## src/rtl/spike_dec_pkg.sv

```systemverilog
// Shared types for the spike train decoder: FSM states, the output record layout
// and the "no post spike" latency sentinel.
package spike_dec_pkg;

    typedef enum logic {
        S_IDLE,
        S_COUNT
    } state_t;

    // Record fields are sized for the widest supported build (CNT_W <= 16, WINDOW <= 128);
    // the top slices them down to its own widths.
    localparam int REC_CNT_W = 16;
    localparam int REC_LAT_W = 8;
    localparam int REC_DT_W  = REC_LAT_W + 1;

    typedef struct packed {
        logic [REC_CNT_W-1:0] pre_cnt;
        logic [REC_CNT_W-1:0] post_cnt;
        logic [REC_LAT_W-1:0] lat;
        logic                 overrun;
        logic [REC_DT_W-1:0]  dt;
        logic                 dt_ok;
    } record_t;

    function automatic logic [REC_LAT_W-1:0] lat_sentinel(input int lat_w);
        return REC_LAT_W'((32'd1 << lat_w) - 32'd1);
    endfunction

endpackage

```

## src/rtl/spike_edge_counter.sv

```systemverilog
// Rising-edge detector plus saturating counter for one spike line. o_cnt_next already
// includes the current cycle's edge so a closing window can capture it directly.
module spike_edge_counter #(
    parameter int CNT_W = 8
) (
    input  logic             clk,
    input  logic             reset,
    input  logic             i_line,
    input  logic             i_count_en,
    input  logic             i_clear,
    output logic             o_edge,
    output logic [CNT_W-1:0] o_cnt_next
);
    logic             r_prev;
    logic [CNT_W-1:0] r_cnt;

    assign o_edge = i_line & ~r_prev;

    always_comb begin
        o_cnt_next = r_cnt;
        if (i_count_en && o_edge && (r_cnt != '1)) begin
            o_cnt_next = r_cnt + 1'b1;
        end
    end

    // The previous sample tracks the line at all times so a level that was already
    // high before a window starts is not mistaken for a fresh edge.
    always_ff @(posedge clk or posedge reset) begin
        if (reset) begin
            r_prev <= 1'b0;
            r_cnt  <= '0;
        end else begin
            r_prev <= i_line;
            r_cnt  <= i_clear ? '0 : o_cnt_next;
        end
    end

endmodule

```

## src/rtl/spike_train_decoder.sv

```systemverilog
// Reduces pre/post spike lines to per-window records behind a valid/ready port.
// Define SPIKE_DT_EN to build the first-post minus latest-pre timing field (out_dt).
module spike_train_decoder
    import spike_dec_pkg::*;
#(
    parameter int  WINDOW = 16,
    parameter int  CNT_W  = 8,
    localparam int LAT_W  = $clog2(WINDOW) + 1
) (
    input  logic             clk,
    input  logic             reset,
    input  logic             enable,
    input  logic             spike_pre,
    input  logic             spike_post,
    output logic             out_valid,
    input  logic             out_ready,
    output logic [CNT_W-1:0] out_pre_cnt,
    output logic [CNT_W-1:0] out_post_cnt,
    output logic [LAT_W-1:0] out_lat,
    output logic             out_overrun,
    output logic [LAT_W:0]   out_dt,
    output logic             out_dt_ok
);
    localparam int IDX_W = LAT_W - 1;

    state_t           r_state, w_state_next;
    logic [IDX_W-1:0] r_idx;
    logic             w_counting, w_close, w_clear, w_can_write;
    logic [1:0]       w_line, w_edge_raw;
    logic [CNT_W-1:0] w_cnt_next [2];
    logic             w_pre_edge, w_post_edge, w_first_post;
    logic             r_lat_found;
    logic [IDX_W-1:0] r_lat;
    logic [LAT_W-1:0] w_lat_rec;
    logic [LAT_W:0]   w_dt_rec;
    logic             w_dt_ok_rec;
    logic             r_valid, r_pending;
    record_t          r_rec, w_rec;
    logic             w_unused_rec;

    assign w_counting  = (r_state == S_COUNT) && enable;
    assign w_close     = w_counting && (r_idx == IDX_W'(WINDOW - 1));
    assign w_clear     = !w_counting || w_close;
    assign w_can_write = !r_valid || out_ready;

    always_comb begin
        w_state_next = r_state;
        case (r_state)
            S_IDLE:  if (enable)  w_state_next = S_COUNT;
            S_COUNT: if (!enable) w_state_next = S_IDLE;
            default: w_state_next = S_IDLE;
        endcase
    end

    always_ff @(posedge clk or posedge reset) begin
        if (reset) begin
            r_state <= S_IDLE;
            r_idx   <= '0;
        end else begin
            r_state <= w_state_next;
            r_idx   <= w_counting ? r_idx + 1'b1 : '0;
        end
    end

    // Index 0 is the pre line, index 1 the post line.
    assign w_line = {spike_post, spike_pre};

    for (genvar gi = 0; gi < 2; gi++) begin : g_cnt
        spike_edge_counter #(
            .CNT_W(CNT_W)
        ) u_cnt (
            .clk       (clk),
            .reset     (reset),
            .i_line    (w_line[gi]),
            .i_count_en(w_counting),
            .i_clear   (w_clear),
            .o_edge    (w_edge_raw[gi]),
            .o_cnt_next(w_cnt_next[gi])
        );
    end

    assign w_pre_edge   = w_edge_raw[0] & w_counting;
    assign w_post_edge  = w_edge_raw[1] & w_counting;
    assign w_first_post = w_post_edge & ~r_lat_found;

    always_ff @(posedge clk or posedge reset) begin
        if (reset) begin
            r_lat_found <= 1'b0;
            r_lat       <= '0;
        end else if (w_clear) begin
            r_lat_found <= 1'b0;
            r_lat       <= '0;
        end else if (w_first_post) begin
            r_lat_found <= 1'b1;
            r_lat       <= r_idx;
        end
    end

    assign w_lat_rec = r_lat_found  ? {1'b0, r_lat} :
                       w_first_post ? {1'b0, r_idx} : LAT_W'(lat_sentinel(LAT_W));

`ifdef SPIKE_DT_EN
    logic             r_pre_seen, r_dt_ok;
    logic [IDX_W-1:0] r_pre_idx;
    logic [LAT_W:0]   r_dt, w_dt_now;
    logic             w_ref_seen;
    logic [IDX_W-1:0] w_ref_idx;

    // A pre edge in the same cycle as the first post edge is the reference (dt = 0).
    assign w_ref_seen = w_pre_edge | r_pre_seen;
    assign w_ref_idx  = w_pre_edge ? r_idx : r_pre_idx;
    assign w_dt_now   = {2'b00, r_idx} - {2'b00, w_ref_idx};

    always_ff @(posedge clk or posedge reset) begin
        if (reset) begin
            r_pre_seen <= 1'b0;
            r_pre_idx  <= '0;
            r_dt       <= '0;
            r_dt_ok    <= 1'b0;
        end else if (w_clear) begin
            r_pre_seen <= 1'b0;
            r_pre_idx  <= '0;
            r_dt       <= '0;
            r_dt_ok    <= 1'b0;
        end else begin
            if (w_pre_edge) begin
                r_pre_seen <= 1'b1;
                r_pre_idx  <= r_idx;
            end
            if (w_first_post) begin
                r_dt    <= w_ref_seen ? w_dt_now : '0;
                r_dt_ok <= w_ref_seen;
            end
        end
    end

    assign w_dt_rec    = r_lat_found ? r_dt : ((w_first_post && w_ref_seen) ? w_dt_now : '0);
    assign w_dt_ok_rec = r_lat_found ? r_dt_ok : (w_first_post && w_ref_seen);
`else
    assign w_dt_rec    = '0;
    assign w_dt_ok_rec = 1'b0;
`endif

    always_comb begin
        w_rec          = '0;
        w_rec.pre_cnt  = REC_CNT_W'(w_cnt_next[0]);
        w_rec.post_cnt = REC_CNT_W'(w_cnt_next[1]);
        w_rec.lat      = REC_LAT_W'(w_lat_rec);
        w_rec.overrun  = r_pending;
        w_rec.dt       = REC_DT_W'(w_dt_rec);
        w_rec.dt_ok    = w_dt_ok_rec;
    end

    // A closing window that finds the register full and unaccepted is dropped; the
    // next record that does get written reports the loss.
    always_ff @(posedge clk or posedge reset) begin
        if (reset) begin
            r_rec     <= '0;
            r_valid   <= 1'b0;
            r_pending <= 1'b0;
        end else if (w_close && w_can_write) begin
            r_rec     <= w_rec;
            r_valid   <= 1'b1;
            r_pending <= 1'b0;
        end else begin
            if (out_ready) r_valid <= 1'b0;
            if (w_close)   r_pending <= 1'b1;
        end
    end

    assign out_valid    = r_valid;
    assign out_pre_cnt  = r_rec.pre_cnt[CNT_W-1:0];
    assign out_post_cnt = r_rec.post_cnt[CNT_W-1:0];
    assign out_lat      = r_rec.lat[LAT_W-1:0];
    assign out_overrun  = r_rec.overrun;
    assign out_dt       = r_rec.dt[LAT_W:0];
    assign out_dt_ok    = r_rec.dt_ok;
    assign w_unused_rec = ^r_rec;

endmodule

```

## config.mk

```make
export PLATFORM = sky130hd
export DESIGN_NAME = spike_train_decoder
export DESIGN_NICKNAME = d
export VERILOG_FILES = /design/src/rtl/spike_dec_pkg.sv /design/src/rtl/spike_edge_counter.sv /design/src/rtl/spike_train_decoder.sv
export SDC_FILE = /design/constraint.sdc
export NUM_CORES = 1
export LEC_CHECK = 0
export CAP_MARGIN = 10
export CORE_UTILIZATION = 37
export DETAILED_ROUTE_END_ITERATION = 8
export PLACE_DENSITY = 0.59
export SLEW_MARGIN = 0
export SYNTH_ARGS = -nofsm -noshare
export SYNTH_HDL_FRONTEND = slang
export SYNTH_SLANG_ARGS = --single-unit
```

## constraint.sdc

```tcl
create_clock -name clk -period 1.8 [get_ports clk]
set_input_delay 0.36 -clock clk [delete_from_list [all_inputs] [get_ports clk]]
set_output_delay 0.36 -clock clk [all_outputs]
set_load 0.005 [all_outputs]
```

==> impl_metrics.json <==
{
  "drtPass1Iterations": 4,
  "fin_cells": 352,
  "cp_data_required_time_ns": 2.00,
  "crit_chain": "ha_1 -> and3_1 -> and3_1 -> buf_4 -> mux2_2",
  "worstSetupPathType": "reg2reg",
  "drtIter0Drc": 130,
  "clock_latency_ns": 0.31,
  "synth_edf_count": 0,
  "cp_slowest_cell": "dfrtp_1",
  "cp-start-kind": "flip-flop",
  "synth_area_leader_cell": "dfrtp_1",
  "final_layout_size_suffix_gt1_share_pct": 14.08,
  "rsz0062_at_grt": "false",
  "cts.sinks": 52,
  "status": "completed",
  "place.port_buffers": 28,
  "slowest_delay_ns": 0.44,
  "avgSynthCellArea_um2": 10.21,
  "finalCriticalPeriod_ns": 1.662,
  "fin_skew_ns": 0.007710,
  "critical_path.top_delay_family": "flip-flops",
  "post_cts_resized": 0,
  "cts_tree": "yes",
  "drtAntennaViolNets": 0,
  "drt_wl_total_um": 4627,
  "clk_pin_slew_worst_paths_ns": 0.10,
  "drcViolationCount": 0,
  "diodes": 0,
  "hp-class": "in2async",
  "cts_max_path_buffers": 2,
  "antenna_found_initial": 0,
  "synth_top_area_share_pct": 54.94,
  "setup-violations-final": 0,
  "ir_drop_mv": 0.3645,
  "fp-row-count": 28,
  "final_hold_viol_count": 0,
  "crit_path_end_kind": "flip-flop",
  "die_width_um": 82.01,
  "start_util_pct": 39.08,
  "synth-seq-cells": 52,
  "first_global_vias": 1684,
  "post_synth_main_area_contributors": "dfrtp_1, nand2_1, nor2_1",
  "fp.dieH_um": 82.01,
  "core_area_um2": 6061,
  "hold_buffers": 0,
  "synth_cell_types": 41,
  "syn2layout_area_growth_pct": 24.67,
  "routedWlPerCell_um": 13.14,
  "gp_congestion": 0.8214,
  "final_area_um2": 2953,
  "place_hpwl_um": 3464,
  "cp_num_buf_inv": 1,
  "die_area_um2": 6726,
  "vias": 1778,
  "syn_area_um2": 2369,
  "power.density_nw_per_um2": 726.6,
  "via_per_inst": 5.051,
  "post_cts_buffers": 0,
  "final_max_slew_viol_count": 0,
  "ys_seq_area_share_pct": 54.94,
  "cts_root_buf": "clkbuf_8",
  "cpMostUsedCell": "and3_1",
  "grt_max_degree": 23,
  "holdWs_ns": 0.3371,
  "max_cap_viol_count": 0,
  "post_dp_cell_area_um2": 2819,
  "synthArstFlopShare_pct": 100.0,
  "ys.flop_type": "dfrtp_1",
  "critPathMaxFanout": 5,
  "final_nets": 285,
  "clock.fmax_mhz": 601.9,
  "place_inst": 343,
  "grt_pass1_wl_um": 7955,
  "grt_util_all_layers_pct": 15.88,
  "worstPathArrival_ns": 1.86,
  "synthCells": 232,
  "pin_count": 36,
  "overflow": 0,
  "p_leak_nw": 1.339,
  "numCtsBuffers": 5,
  "utilization_pct": 48.72,
  "cts.htree.levels": 2,
  "ys_warn_count": 0,
  "fin_crit_sh_pct": 92.31
}
[state kept, by name, indices dropped and copies added (netlist names)]
| name | flops |
|---|---|
| out_lat | 5 |
| out_post_cnt | 8 |
| out_valid | 1 |
| r_state | 1 |
| r_pending | 1 |
| g_cnt.u_cnt.r_prev | 2 |
| r_lat_found | 1 |
| out_overrun | 1 |
| r_lat | 4 |
| out_pre_cnt | 8 |
| r_idx | 4 |
| g_cnt.u_cnt.r_cnt | 16 |
[area by class of cell]
class,count,area (µm²)
Clock buffer,7,96.34
Clock inverter,1,30.03
Fill cell,550,3108
Inverter,3,11.26
Multi-Input combinational cell,167,972.2
Sequential cell,52,1301
Tap cell,75,93.84
Timing Repair Buffer,47,447.9
[routing by layer]
layer / global-route usage [%] / wire length (µm) / vias up
li1: - / - / 878
met2: 25.54 / 2127 / 32
met4: 7.368 / 95 / 0
met1: 20.56 / 2269 / 860
met3: 3.000 / 134 / 8
met5: 0 / 0 / -
[logic make-up after synthesis]
group,after synthesis,share of synthesized area [%]
other,1,0.1583
muxes,10,4.385
adders and majority gates,3,1.585
DFF,52,54.94
AOI/OAI and AO/OA,42,11.20
and+or+nand+nor,99,20.55
xor gates and xnor gates,6,2.219
buffers and inverters,19,4.966
[report_power, final]
| part | switching (mW) | leakage [nW] | total, mW | internal [mW] |
|---|---|---|---|---|
| clock network | 0.383 | 0.0645 | 0.874 | 0.491 |
| logic | 0.0544 | 0.556 | 0.0906 | 0.0362 |
| registers | 0.00743 | 0.719 | 1.18 | 1.17 |
[cell usage in the layout (no fill, tap or decap), types with 2 or more instances in the layout]
cell	netlist	routed
inv_1	3	2
a211oi_1	3	3
o21ai_0	11	11
mux2_2	3	3
a31oi_1	4	4
clkdlybuf4s50_1	0	28
dfrtp_1	52	52
nand3_1	10	10
and4b_1	2	2
nor2b_1	4	4
nor3_1	2	2
nand4_1	3	3
xnor2_1	3	3
nor2_1	22	22
ha_1	3	3
conb_1	1	7
xor2_1	3	3
o22ai_1	3	3
buf_12	0	2
clkbuf_8	0	7
nand2_1	38	38
and2_1	2	2
o21ai_1	3	3
a41oi_1	2	2
mux2i_1	7	7
a21oi_1	10	10
buf_4	7	17
and3_1	6	6
nor3_2	2	2
nand2b_1	3	3
[synthesized netlist by cell type, types with 3 or more instances]
library cell   n
a31oi_1        4
nand3_1       10
ha_1           3
nand2b_1       3
a211oi_1       3
nand2_1       38
xnor2_1        3
mux2i_1        7
nor2b_1        4
o22ai_1        3
nor2_1        22
a21oi_1       10
xor2_1         3
and3_1         6
nand4_1        3
inv_1          3
o21ai_1        3
o21ai_0       11
buf_4          7
mux2_2         3
dfrtp_1       52
buf_2          4
clkbuf_1       3
[through the flow]
stage	setup TNS (ns)	setup slack (ns)	power, mW
final	0	0.1385	2.146
after global routing	0	0.02831	2.222
after CTS	0	0.08171	2.180
after detailed placement	-4.915	-0.2608	1.297
after global placement	-3.647	-0.1586	1.296
after floorplan	0	0.1821	1.259
[worst paths after layout]
path | slack (ns) | cells after the start | startpoint | endpoint
max | 0.14 | 5 | r_idx[0] | out_post_cnt[3]
min | 0.34 | 2 | reset | out_pre_cnt[3]
max reg2reg | 0.14 | 5 | r_idx[0] | out_post_cnt[3]
min reg2reg | 0.48 | 2 | out_lat[2] | out_lat[2]
max in group asynchronous | 1.02 | 3 | reset | g_cnt[0].u_cnt.r_prev
min in group clk | 0.48 | 2 | out_lat[2] | out_lat[2]
Note: power is estimated with default switching activity, not from simulation.
